### src/rtl/wfg_record_spi.sv
// SPI target for the stimulus loopback path: oversamples sclk/cs_n/sdi in the
// wb_clk_i domain, deserializes 8/16/24/32-bit words and offers them on AXI-Stream.
module wfg_record_spi #(
    parameter int SYNC_STAGES = 2,
    parameter int AXIS_W      = 32
) (
    input  logic              wb_clk_i,
    input  logic              wb_rst_ni,
    input  logic              cfg_en_i,
    input  logic              cfg_cpol_i,
    input  logic              cfg_cpha_i,
    input  logic              cfg_lsbfirst_i,
    input  logic [1:0]        cfg_dff_i,
    input  logic              cfg_clr_i,
    input  logic              spi_sclk_i,
    input  logic              spi_cs_ni,
    input  logic              spi_sdi_i,
    input  logic              wfg_axis_tready_i,
    output logic              wfg_axis_tvalid_o,
    output logic [AXIS_W-1:0] wfg_axis_tdata_o,
    output logic              busy_o,
    output logic              overflow_o,
    output logic              frame_err_o
);

    typedef enum logic {
        ST_IDLE,
        ST_SHIFT
    } state_t;

    logic [SYNC_STAGES-1:0] sclk_sync_q, cs_sync_q, sdi_sync_q;
    logic                   sclk_prev_q, rise_q, fall_q, sdi_q, cs_n_q;

    state_t              state_q;
    logic [4:0]          bit_cnt_q;
    logic [AXIS_W-1:0]   shift_q;
    logic                cpol_q, cpha_q, lsbfirst_q;
    logic [1:0]          dff_q;
    logic [AXIS_W-1:0]   word_q;
    logic                word_done_q;
    logic                frame_err_q;

    logic                tvalid_q;
    logic [AXIS_W-1:0]   tdata_q;
    logic                overflow_q;

    logic                sample_d;
    logic                last_bit_d;
    logic [4:0]          bit_cnt_d;
    logic [AXIS_W-1:0]   shift_d;
    logic [AXIS_W-1:0]   len_mask_d;
    logic [AXIS_W-1:0]   word_d;

    // Pin synchronizers plus one edge-detect stage; sdi and cs_n ride the same
    // depth as sclk so data and framing stay aligned with the detected edge.
    always_ff @(posedge wb_clk_i or negedge wb_rst_ni) begin
        if (!wb_rst_ni) begin
            sclk_sync_q <= '0;
            // NOTE: chip select resets to its inactive level so reset never looks like a frame start.
            cs_sync_q   <= '1;
            sdi_sync_q  <= '0;
            sclk_prev_q <= 1'b0;
            rise_q      <= 1'b0;
            fall_q      <= 1'b0;
            sdi_q       <= 1'b0;
            cs_n_q      <= 1'b1;
        end else begin
            sclk_sync_q <= {sclk_sync_q[SYNC_STAGES-2:0], spi_sclk_i};
            cs_sync_q   <= {cs_sync_q[SYNC_STAGES-2:0], spi_cs_ni};
            sdi_sync_q  <= {sdi_sync_q[SYNC_STAGES-2:0], spi_sdi_i};
            sclk_prev_q <= sclk_sync_q[SYNC_STAGES-1];
            rise_q      <= sclk_sync_q[SYNC_STAGES-1] & ~sclk_prev_q;
            fall_q      <= ~sclk_sync_q[SYNC_STAGES-1] & sclk_prev_q;
            sdi_q       <= sdi_sync_q[SYNC_STAGES-1];
            cs_n_q      <= cs_sync_q[SYNC_STAGES-1];
        end
    end

    // The sample edge is the rising edge when cpol==cpha, the falling edge otherwise.
    always_comb begin
        sample_d   = (rise_q & ~(cpol_q ^ cpha_q)) | (fall_q & (cpol_q ^ cpha_q));
        last_bit_d = (bit_cnt_q == {dff_q, 3'b111});
        len_mask_d = {AXIS_W{1'b1}} >> {~dff_q, 3'b000};
        if (lsbfirst_q) begin
            shift_d = shift_q | (AXIS_W'(sdi_q) << bit_cnt_q);
        end else begin
            shift_d = {shift_q[AXIS_W-2:0], sdi_q};
        end
        word_d    = shift_d & len_mask_d;
        bit_cnt_d = bit_cnt_q;
        if (sample_d) begin
            bit_cnt_d = last_bit_d ? 5'd0 : bit_cnt_q + 5'd1;
        end
    end

    always_ff @(posedge wb_clk_i or negedge wb_rst_ni) begin
        if (!wb_rst_ni) begin
            state_q     <= ST_IDLE;
            bit_cnt_q   <= '0;
            shift_q     <= '0;
            cpol_q      <= 1'b0;
            cpha_q      <= 1'b0;
            lsbfirst_q  <= 1'b0;
            dff_q       <= 2'b00;
            word_q      <= '0;
            word_done_q <= 1'b0;
            frame_err_q <= 1'b0;
        end else begin
            word_done_q <= 1'b0;
            frame_err_q <= 1'b0;
            case (state_q)
                ST_IDLE: begin
                    if (cfg_en_i && !cs_n_q) begin
                        state_q    <= ST_SHIFT;
                        bit_cnt_q  <= '0;
                        shift_q    <= '0;
                        cpol_q     <= cfg_cpol_i;
                        cpha_q     <= cfg_cpha_i;
                        lsbfirst_q <= cfg_lsbfirst_i;
                        dff_q      <= cfg_dff_i;
                    end
                end
                ST_SHIFT: begin
                    if (!cfg_en_i) begin
                        state_q   <= ST_IDLE;
                        bit_cnt_q <= '0;
                        shift_q   <= '0;
                    end else begin
                        if (sample_d) begin
                            bit_cnt_q <= bit_cnt_d;
                            if (last_bit_d) begin
                                word_q      <= word_d;
                                word_done_q <= 1'b1;
                                shift_q     <= '0;
                            end else begin
                                shift_q <= shift_d;
                            end
                        end
                        // A sample edge seen together with CS release is counted first.
                        if (cs_n_q) begin
                            state_q     <= ST_IDLE;
                            frame_err_q <= (bit_cnt_d != 5'd0);
                        end
                    end
                end
                default: state_q <= ST_IDLE;
            endcase
        end
    end

    // Single-entry output register; a completing word may replace one being handed off.
    always_ff @(posedge wb_clk_i or negedge wb_rst_ni) begin
        if (!wb_rst_ni) begin
            tvalid_q   <= 1'b0;
            tdata_q    <= '0;
            overflow_q <= 1'b0;
        end else begin
            if (word_done_q) begin
                if (!tvalid_q || wfg_axis_tready_i) begin
                    tdata_q  <= word_q;
                    tvalid_q <= 1'b1;
                end
            end else if (tvalid_q && wfg_axis_tready_i) begin
                tvalid_q <= 1'b0;
            end

            if (word_done_q && tvalid_q && !wfg_axis_tready_i) begin
                overflow_q <= 1'b1;
            end else if (cfg_clr_i) begin
                overflow_q <= 1'b0;
            end
        end
    end

    assign wfg_axis_tvalid_o = tvalid_q;
    assign wfg_axis_tdata_o  = tdata_q;
    assign busy_o            = (state_q == ST_SHIFT);
    assign overflow_o        = overflow_q;
    assign frame_err_o       = frame_err_q;

endmodule

### config.mk
export PLATFORM = sky130hd
export DESIGN_NAME = wfg_record_spi
export DESIGN_NICKNAME = d
export VERILOG_FILES = /design/src/rtl/wfg_record_spi.sv
export SDC_FILE = /design/constraint.sdc
export NUM_CORES = 1
export LEC_CHECK = 0
export ABC_AREA = 1
export CAP_MARGIN = 20
export CORE_UTILIZATION = 39
export CTS_CLUSTER_SIZE = 16
export DETAILED_ROUTE_END_ITERATION = 8
export RECOVER_POWER = 50
export SLEW_MARGIN = 40
export SYNTH_ARGS = -nofsm -noshare
export SYNTH_HDL_FRONTEND = slang
export SYNTH_SLANG_ARGS = --single-unit
### constraint.sdc
create_clock -name wb_clk_i -period 4.8 [get_ports wb_clk_i]
set_input_delay 1.44 -clock wb_clk_i [delete_from_list [all_inputs] [get_ports wb_clk_i]]
set_output_delay 1.44 -clock wb_clk_i [all_outputs]
set_load 0.005 [all_outputs]
-- Word level (Yosys, flattened, before mapping)
Cells that the tools add are included.
- flip-flop bits (word level): 122
- bits of input ports: 13
- output and inout bits: 36
- logic and storage cells: 85
- add/subtract/negate cells: 1
- eq/ne operators: 4
- shift operators: 2
- mux-type cells: 28
- bitwise operators: 13
- reductions and logical operators: 16
- operator list (cell ; number):
    32-bit 2-to-1 mux ; 5
    32-bit case mux with 2 select lines ; 1
    32-bit bitwise AND ; 1
    32-bit OR ; 1
    1-bit by 5-bit << shifter with 32-bit output ; 1
    32-bit by 5-bit >> shifter with 32-bit output, first input constant ; 1
    5-bit 2-to-1 mux ; 5
    1-bit 2-to-1 mux ; 15
    5-bit case mux with 2 select lines ; 1
    2-bit AND reduction ; 4
    5-bit by 1-bit adder with 5-bit output, second input constant ; 1
    5-bit equality test ; 1
    5-bit nonzero test ; 1
    1-bit bitwise AND ; 4
    1-bit logical AND ; 4
    1-bit inverter ; 4
    4-bit AND reduction ; 1
    2-bit nonzero test ; 2
    1-bit logical NOT ; 3
    3-bit by 2-bit != test with 1-bit output, second input constant ; 1
    2-bit by 1-bit != test with 1-bit output, second input constant ; 1
    2-bit != test, second input constant ; 1
    2-bit inverter ; 1
    1-bit case mux with 2 select lines ; 1
    other kinds (3) ; 3

-- Longest topological paths before layout
- depth after elaboration: 9
- gate-level depth with buffers: 12
- mapped depth without buffers: 11

-- Least setup slack after synthesis
No wires, ideal clock.
- path kind: in2reg
- start: input wfg_axis_tready_i
- end: register tdata_q[10], in the netlist wfg_axis_tdata_o[10]
- setup time: 0.125 ns
- arrival time: 2.301 ns
- data required time: 4.675 ns
- setup slack: 2.375 ns
- cell stages on the path: 5
- path buffers: 1
- path through: inv_1 -> nand2_1 -> nand2_1 -> clkbuf_1 -> mux2_2
- longest elaborated chain between the ends: 2
- RTL lines (what ; RTL line ; source):
    start: declaration ; 18 ; input logic wfg_axis_tready_i,
    1-bit logical OR ; 159 ; if (!tvalid_q || wfg_axis_tready_i) begin
    2-bit AND reduction (no source line) ; -- ;
    end signal: assignment ; 160 ; tdata_q <= word_q;
    end: declaration ; 44 ; logic [AXIS_W-1:0] tdata_q;
No other way between the ends.
A chain may end at the register's enable or synchronous reset.

-- Final worst setup path
- start: input wfg_axis_tready_i
- end: register tdata_q[9], in the netlist wfg_axis_tdata_o[9]
Same word-level chain as after synthesis.

==> results.sh <==
export IMPL_mostFrequentLayoutCell="dfrtp_1"
export IMPL_ys_ff_latch=122
export IMPL_min_period_over_period_pct=60.27
export IMPL_grt_pass1_wl_um=19940
export IMPL_die_height_um=117.8
export IMPL_cts_made_buffers=17
export IMPL_cp_startpoint="wfg_axis_tready_i"
export IMPL_finalSetupViolations=0
export IMPL_num_nets_final=602
export IMPL_io_pins=49
export IMPL_place_inst=741
export IMPL_total_power_mw=2.732
export IMPL_mostFrequentLayoutCells="dfrtp_1 (118), nand2_1 (82), inv_1 (66)"
export IMPL_fin_ws_ns=1.907
export IMPL_cts_resized=0
export IMPL_vias=4023
export IMPL_coreArea_um2=12820
export IMPL_cts_sinks=122
export IMPL_diodes=0
export IMPL_rsz0062_at_grt="false"
export IMPL_antenna_left=0
export IMPL_groute_usage_overall_pct=18.19
export IMPL_finalHoldViolCount=0
export IMPL_r2r_slack_ns=2.11
export IMPL_grt_overflow_total=0
export IMPL_critPathKind="in -> reg"
export IMPL_whs_ns=0.3526
export IMPL_endpoint_kind="flip-flop"
export IMPL_postPlaceCellArea_um2=5811
export IMPL_dpl_hpwl_um=7363
export IMPL_min_period_ns=2.893
export IMPL_initial_core_util_pct=40.79
export IMPL_ys_types=27
export IMPL_grt_antenna_before_repair=0
export IMPL_rr_worst_depth=9
export IMPL_die_area_um2=13880
export IMPL_utilization_pct=50.54
export IMPL_worstReg2RegStart="bit_cnt_q[3]"
export IMPL_path_max_fanout=30
export IMPL_synth_area_um2=5231
export IMPL_cap_violations=1
export IMPL_max_freq_mhz=345.7
export IMPL_syn_nets=562
export IMPL_routed_wirelength_um=11770
export IMPL_cts_max_level=4
export IMPL_port_buffers=48
export IMPL_grt_pass1_vias=3994
export IMPL_peakVddDrop_v=0.0003146
export IMPL_ys_warn_count=0
export IMPL_hold_path_depth=0
export IMPL_cts_hold_buf=0
export IMPL_clk_latency_ns=0.41
export IMPL_finClkSkew_ns=0.007388
export IMPL_multi_input_area_um2=1755
export IMPL_status="finished with violations"
export IMPL_drt_pass1_iterations=5
export IMPL_hold_start="sclk_sync_q[0]"
export IMPL_violations="capacitance limit, slew limit"
export IMPL_slew_headroom_pct=-5.234
export IMPL_hold_path_endpoint="sclk_sync_q[1]"
export IMPL_seq_area_frac_synth_pct=58.43
export IMPL_finalSetupTns_ns=0
export IMPL_worstPathArrival_ns=3.18
export IMPL_syn_area_per_cell_um2=9.546
export IMPL_drc=0
export IMPL_timing_rr_end="word_q[24]"
export IMPL_seq_area_um2=3060
export IMPL_final_cells=773
export IMPL_hold_path_class="reg -> reg"
export IMPL_cts_tree="built"
export IMPL_fillers=1200
export IMPL_die_w_um=117.8
export IMPL_cp_required_ns=5.08
export IMPL_synth_cells=548
export IMPL_place_gp_congestion=0.7950
export IMPL_tightest_slew_ns=1.579
export IMPL_place_ws_ns=1.560
export IMPL_cts_root_buf="clkbuf_16"
export IMPL_cp_start_kind="primary input"
export IMPL_drive_gt1_share_pct=11.81
export IMPL_wire_per_inst_um=15.23
export IMPL_final_area_um2=6481
export IMPL_grt_max_degree=62
export IMPL_viasPerCell=5.204
export IMPL_row_count=41
export IMPL_p_per_area_nw_per_um2=421.6
export IMPL_post_cts_buffers=0
export IMPL_syn_to_final_growth_pct=23.89
export IMPL_p_leak_nw=2.999
export IMPL_slew_violations=30
export IMPL_drt_iter0_markers=217
export IMPL_clock_path_buffers=2
export IMPL_path_clk_slew_ns=0.05
power by group:
group | leakage, nW | switching [mW] | internal (mW)
Clock | 0.326 | 0.456 | 0.999
Combinational | 1.09 | 0.123 | 0.0617
Sequential | 1.58 | 0.0401 | 1.05
Total | 3.00 | 0.619 | 2.11
worst max-delay path, cell delays in order:
cell and delay, ns:
dlygate4sd3_1 0.53, inv_1 0.05, nand2_1 0.07, nand2_1 0.58
buf_4 0.39, o21ai_0 0.11
registers in the layout, indices dropped and copies added, names as in the netlist, 2 cells and up:
name              count
dff_q                 2
cs_sync_q             2
word_q               32
shift_q              32
sdi_sync_q            2
sclk_sync_q           2
bit_cnt_q             5
wfg_axis_tdata_o     32
area by class of cell:
| type | instances | area share (%) |
|---|---|---|
| multi-input combinational | 324 | 27.08 |
| tap | 172 | 3.320 |
| sequential | 122 | 47.22 |
| inverter | 69 | 3.996 |
| clock inverter | 12 | 3.378 |
| clock buffer | 20 | 7.046 |
| timing repair buffer | 54 | 7.954 |
cell usage after synthesis:
library cell | count | area (um2)
o21ai_0 | 57 | 285.3
o22ai_4 | 1 | 20.02
dfrtp_1 | 119 | 2978
nand2_2 | 2 | 12.51
dfstp_2 | 3 | 78.83
mux2_2 | 17 | 191.4
buf_6 | 1 | 11.26
nand3_4 | 1 | 17.52
nor2_2 | 1 | 6.260
nor2_1 | 20 | 75.07
a21oi_1 | 5 | 25.02
clkinv_1 | 1 | 3.750
nand2_1 | 82 | 307.8
o22ai_2 | 1 | 12.51
buf_1 | 1 | 3.750
inv_1 | 66 | 247.7
clkbuf_1 | 12 | 45.04
nor3_1 | 2 | 10.01
nand4_1 | 18 | 112.6
o22ai_1 | 48 | 300.3
buf_2 | 17 | 85.08
ha_1 | 1 | 12.51
buf_4 | 2 | 15.01
inv_2 | 2 | 7.510
o21ai_1 | 6 | 30.03
nand3_1 | 55 | 275.3
o21ai_2 | 7 | 61.31
routing by layer:
layer | track usage (%) | up-vias | routed length (um)
met1 | 24.15 | 1963 | 5475
met4 | 5.689 | 0 | 80
met3 | 5.426 | 12 | 495
li1 | - | 1954 | -
met5 | 0 | - | 0
met2 | 28.53 | 94 | 5717
worst max path at each step:
stage | cells after the start | to | slack, ns
6_report | 6 | wfg_axis_tdata_o[9] | 1.91
5_1_grt | 2 | wfg_axis_tdata_o[10] | 1.48
4_1_cts | 1 | busy_o | 1.95
3_5_place_dp | 7 | wfg_axis_tdata_o[8] | 1.56
3_3_place_gp | 7 | wfg_axis_tdata_o[11] | 1.64
2_1_floorplan | 5 | wfg_axis_tdata_o[10] | 2.37
kinds of logic (layout without fill, tap and decap cells):
logic type	Yosys count	after routing	synth area share, %
flops	122	122	58.43
compound gates	125	125	14.04
fa+ha+maj	1	1	0.2391
buf+inv	102	155	8.012
mux	17	17	3.659
simple gates	181	181	15.62
No activity file was read; power rests on OpenSTA's default activity.
